### config.mk
export PLATFORM = sky130hd
export DESIGN_NAME = pr_rm_sequencer
export DESIGN_NICKNAME = d
export VERILOG_FILES = /design/src/rtl/pr_rm_sequencer.sv
export SDC_FILE = /design/constraint.sdc
export NUM_CORES = 1
export LEC_CHECK = 0
export ABC_AREA = 1
export ABC_CLOCK_PERIOD_IN_PS = 1700
export BUFFER_PORTS_ARGS = -buffer_cell sky130_fd_sc_hd__buf_2
export CAP_MARGIN = 10
export CORE_MARGIN = 5
export CORE_UTILIZATION = 56
export CTS_BUF_LIST = sky130_fd_sc_hd__clkbuf_8
export CTS_CLUSTER_DIAMETER = 120
export CTS_CLUSTER_SIZE = 30
export DETAILED_ROUTE_END_ITERATION = 8
export MAX_ROUTING_LAYER = met4
export PLACE_DENSITY = 0.84
export SETUP_SLACK_MARGIN = 0.2
export SYNTH_ARGS = -nofsm -noshare
export SYNTH_HDL_FRONTEND = slang
export SYNTH_SLANG_ARGS = --single-unit
### constraint.sdc
create_clock -name clk -period 1.7 [get_ports clk]
set_input_delay 0.17 -clock clk [delete_from_list [all_inputs] [get_ports clk]]
set_output_delay 0.17 -clock clk [all_outputs]
set_load 0.01 [all_outputs]
### src/rtl/pr_rm_sequencer.sv
// Partial-reconfiguration swap sequencer: decouple, ICAP load, RM reset hold, recouple.
// Optional LOAD watchdog enabled by defining PR_SEQ_TIMEOUT_EN.
module pr_rm_sequencer #(
  parameter int         QUIESCE_CYCLES  = 8,
  parameter int         RST_HOLD_CYCLES = 16,
  parameter int         TIMEOUT_CYCLES  = 1048576,
  parameter logic [1:0] INIT_ID         = 2'd0
) (
  input  logic       clk,
  input  logic       rst,
  input  logic       req_valid,
  input  logic [1:0] req_id,
  output logic       req_ready,
  output logic       icap_start,
  output logic [1:0] icap_id,
  input  logic       icap_done,
  input  logic       icap_err,
  output logic       decouple,
  output logic       rm_rst,
  output logic [1:0] active_id,
  output logic       active_valid,
  output logic       done,
  output logic       err,
  input  logic       err_clr
);

  typedef enum logic [2:0] {
    S_IDLE,
    S_QUIESCE,
    S_LOAD,
    S_RST_HOLD,
    S_RECOUPLE,
    S_ERROR
  } state_t;

  localparam logic [7:0] QUIESCE_LAST  = 8'(QUIESCE_CYCLES - 1);
  localparam logic [7:0] RST_HOLD_LAST = 8'(RST_HOLD_CYCLES - 1);

  state_t     state;
  state_t     next_state;
  logic [7:0] cnt;
  logic [1:0] target;
  logic       accept;
  logic       entering;

`ifdef PR_SEQ_TIMEOUT_EN
  localparam logic [31:0] TIMEOUT_LAST = 32'(TIMEOUT_CYCLES - 1);
  logic [31:0] tcnt;
`else
  // Parameter kept so both builds share one instantiation signature.
  logic unused_timeout;
  assign unused_timeout = ^TIMEOUT_CYCLES;
`endif

  assign req_ready = (state == S_IDLE) && !rst;
  assign accept    = req_valid && req_ready;
  assign entering  = (next_state != state);
  assign icap_id   = target;

  always_ff @(posedge clk) begin
    if (rst) begin
      state <= S_IDLE;
    end else begin
      state <= next_state;
    end
  end

  always_comb begin
    next_state = state;
    case (state)
      S_IDLE: begin
        if (accept && !(active_valid && (req_id == active_id))) begin
          next_state = S_QUIESCE;
        end
      end
      S_QUIESCE: begin
        if (cnt == QUIESCE_LAST) next_state = S_LOAD;
      end
      S_LOAD: begin
        // A completion on the last watchdog cycle still wins over the timeout.
        if (icap_done) begin
          next_state = icap_err ? S_ERROR : S_RST_HOLD;
        end
`ifdef PR_SEQ_TIMEOUT_EN
        else if (tcnt == TIMEOUT_LAST) begin
          next_state = S_ERROR;
        end
`endif
      end
      S_RST_HOLD: begin
        if (cnt == RST_HOLD_LAST) next_state = S_RECOUPLE;
      end
      S_RECOUPLE: next_state = S_IDLE;
      S_ERROR: begin
        if (err_clr) next_state = S_IDLE;
      end
      default: next_state = S_IDLE;
    endcase
  end

  always_ff @(posedge clk) begin
    if (rst) begin
      cnt <= 8'd0;
    end else if (entering) begin
      cnt <= 8'd0;
    end else if ((state == S_QUIESCE) || (state == S_RST_HOLD)) begin
      cnt <= cnt + 8'd1;
    end
  end

`ifdef PR_SEQ_TIMEOUT_EN
  always_ff @(posedge clk) begin
    if (rst) begin
      tcnt <= 32'd0;
    end else if (entering) begin
      tcnt <= 32'd0;
    end else if (state == S_LOAD) begin
      tcnt <= tcnt + 32'd1;
    end
  end
`endif

  // Outputs are registered from the next state so they line up with the state they describe.
  always_ff @(posedge clk) begin
    if (rst) begin
      target       <= 2'd0;
      decouple     <= 1'b0;
      rm_rst       <= 1'b1;
      icap_start   <= 1'b0;
      done         <= 1'b0;
      err          <= 1'b0;
      active_id    <= INIT_ID;
      active_valid <= 1'b1;
    end else begin
      if (accept) target <= req_id;
      decouple   <= (next_state == S_QUIESCE) || (next_state == S_LOAD) ||
                    (next_state == S_RST_HOLD) || (next_state == S_ERROR);
      // Leaving ERROR keeps the partition in reset for one extra IDLE cycle.
      rm_rst     <= (next_state == S_RST_HOLD) || (next_state == S_ERROR) ||
                    (state == S_ERROR);
      icap_start <= (next_state == S_LOAD) && (state != S_LOAD);
      done       <= (accept && (next_state == S_IDLE)) || (next_state == S_RECOUPLE);
      err        <= (next_state == S_ERROR);
      if ((next_state == S_LOAD) && (state != S_LOAD)) begin
        active_valid <= 1'b0;
      end
      if (next_state == S_RECOUPLE) begin
        active_id    <= target;
        active_valid <= 1'b1;
      end
    end
  end

endmodule

==> flow_metrics.py <==
metrics = {
    "global_route": {
        "grt_pass1_vias": 929,
        "grtUsageTotal_pct": 19.96,
        "antenna_found_initial": 0,
        "grt_overflow": 0,
        "grt_max_degree": 12,
        "grt_pass1_wl_um": 3939,
    },
    "routing": {
        "drt_first_iter_violations": 46,
        "wl_met2_um": 1169,
        "firstDrtPassIters": 4,
        "wl_met3_um": 140,
        "wl_per_cell_um": 12.78,
        "met1Wirelength_um": 1022,
        "drc": 0,
        "drt-vias-per-instance": 5.189,
        "dr.max_layer_used": "met4",
        "ant_nets": 0,
        "routed_wl_um": 2364,
        "vias": 960,
    },
    "finish": {
        "ff_latch_area_um2": 431.7,
        "area.growth.synth_to_final_pct": 28.18,
        "multi_input_area_um2": 564.3,
        "antenna_cells": 0,
        "num-nets-final": 170,
        "layout_commonest_cell": "buf_2",
        "fin_area_um2": 1286,
        "nFillCells": 108,
        "layout_common_cells": "buf_2, nand2_1, inv_1, dfxtp_1, nor2_2",
        "layout-drive-gt1-share_pct": 41.88,
    },
    "worst_setup_path": {
        "slowest_delay_ns": 0.36,
        "cp.required_ns": 1.89,
        "worst-setup-path-type": "flip-flop to flip-flop",
        "endpoint_kind": "flip-flop",
        "cp_cell_sequence": "ha_4 -> nand3_4 -> nor2_4 -> nand2_2 -> nand3_2 -> nand2_2 -> nor2_4 -> nand3_4 -> nor2_2",
        "slowest_stage": "dfxtp_2",
        "path_max_fanout": 8,
        "cp-start-kind": "flip-flop",
        "arrival_ns": 1.67,
    },
    "synth": {
        "syn_area_per_cell_um2": 7.660,
        "postSynthCellCount": 131,
        "ys_warn_count": 0,
        "synth_top_area_cell": "dfxtp_1",
        "yosys.area.top_type_share_pct": 41.90,
        "synth_cell_type_count": 21,
        "synthTopCellsByArea": "dfxtp_1, nand2_1, nor2_2",
        "synth-seq-area-share_pct": 41.90,
        "synthesis.area_um2": 1003,
        "synth_nets": 140,
        "synth-seq-cells": 21,
    },
    "place": {
        "place_congestion": 0.9277,
        "hpwl_um": 1666,
        "placed_cell_area_um2": 1132,
        "portBuffers": 18,
    },
    "sta": {
        "finalMaxSlewViolations": 0,
        "min_period_ns": 1.477,
        "max_freq_mhz": 676.9,
        "setup_viol": 0,
        "rsz0062_at_grt": "true",
        "hold_viol": 0,
        "slew-limit-headroom_pct": 78.47,
        "worst_pin_slew_ns": 0.3189,
        "skew_ns": 0.005293,
        "post-route-period-util_pct": 86.90,
        "tns_ns": 0,
    },
    "clocking": {
        "clk_latency_ns": 0.26,
        "cts_sinks": 21,
        "cts_tree": "yes",
        "numCtsBuffers": 3,
        "cts_max_level": 1,
        "clock_path_buffers": 2,
        "hold_buffers": 0,
        "cts_root_buf": "clkbuf_8",
        "clk_pin_slew_ns": 0.08,
    },
    "status": {
        "status": "finished, final reports clean",
    },
    "floorplan": {
        "num_rows": 15,
        "pin_count": 19,
        "start_util_pct": 58.75,
        "dieArea_um2": 2738,
        "die_h_um": 52.33,
        "coreArea_um2": 1708,
        "die_x_um": 52.33,
    },
    "power_and_ir_drop": {
        "cellPowerDensity_nw_per_um2": 727.9,
        "irDropWorstVdd_uv": 624.1,
        "p_leak_nw": 0.5903,
    },
    "worst_hold_path": {
        "hold_path.class": "input pin to flip-flop",
    },
    "flow_run": {
        "max_cap_viol_count": 0,
    },
}
area by class of cell:
class,instances,area share [%]
multi-input cells,91,43.87
well taps,25,2.432
flip-flops and latches,21,33.56
repair buffers,25,11.09
clock inverters,1,0.2918
clock buffers,3,3.210
inverters,19,5.545
per-stage QoR:
stage	hold WS (ns)	utilization, %	setup WS, ns	cells	total power [mW]
final	0.1583	75.31	0.2226	185	0.9362
after global routing	0.1638	75.31	0.1174	185	0.9792
after CTS	0.1547	71.58	0.2028	180	0.9340
after detailed placement	0.4294	66.30	0.04979	175	0.6225
after global placement	0.4208	66.30	0.1467	175	0.6170
after floorplan	0.2394	-	0.2593	131	0.5856
power breakdown:
| group | internal [mW] | total [mW] | switching (mW) |
|---|---|---|---|
| clock network | 0.161 | 0.317 | 0.156 |
| registers | 0.504 | 0.514 | 0.00918 |
| logic | 0.0422 | 0.106 | 0.0638 |
per-layer routing:
metal / track usage [%] / vias to the layer above
met4: 6.809 / 0
met1: 23.91 / 441
li1: - / 473
met3: 3.419 / 6
met2: 33.68 / 40
met5: - / -
flip-flops by register name, indices dropped and copies added, names as in the netlist:
signal and flops:
decouple 1, state 3, cnt 8, icap_start 1, icap_id 2, err 1, active_id 2, done 1
active_valid 1, rm_rst 1
what timing repair did:
item                       4_1_cts  5_1_grt
gates resized for setup          9       11
pin swaps                        5       11
buffers inserted                 1        5
setup endpoints to repair       10       10
cloned                           0        0
Yosys cell counts, drive strengths merged:
| library cell | n |
|---|---|
| a21oi | 4 |
| o21a | 1 |
| nor3 | 2 |
| ha | 1 |
| o21ai | 8 |
| xor2 | 7 |
| nand3 | 12 |
| dfxtp | 21 |
| nor2 | 29 |
| o311ai | 1 |
| nand4 | 2 |
| a31oi | 1 |
| inv | 19 |
| nand2 | 23 |
path summary, 6_finish.rpt:
kind	from	endpoint	slack, ns	depth (start not counted)
worst max-delay path	cnt[1]	cnt[1]	0.22	9
worst min-delay path	rst	err	0.16	2
worst max register to register	cnt[1]	cnt[1]	0.22	9
worst min register to register	active_id[0]	active_id[0]	0.49	2
critical path, delay by kind of cell, from the launching register on:
kind,cells,cell delay (ns)
and+or+nand+nor,8,0.91
DFF,1,0.36
adders and majority gates,1,0.16
kinds of logic (layout without fill, tap and decap cells):
family | Yosys count | count (layout) | share of synthesized area (%)
flops | 21 | 21 | 41.89
simple gates | 68 | 68 | 35.41
compound gates | 15 | 15 | 8.231
xor+xnor | 7 | 7 | 6.110
fa+ha+maj | 1 | 1 | 1.247
buf+inv | 19 | 48 | 7.106
No activity file was read; power rests on OpenSTA's default activity.
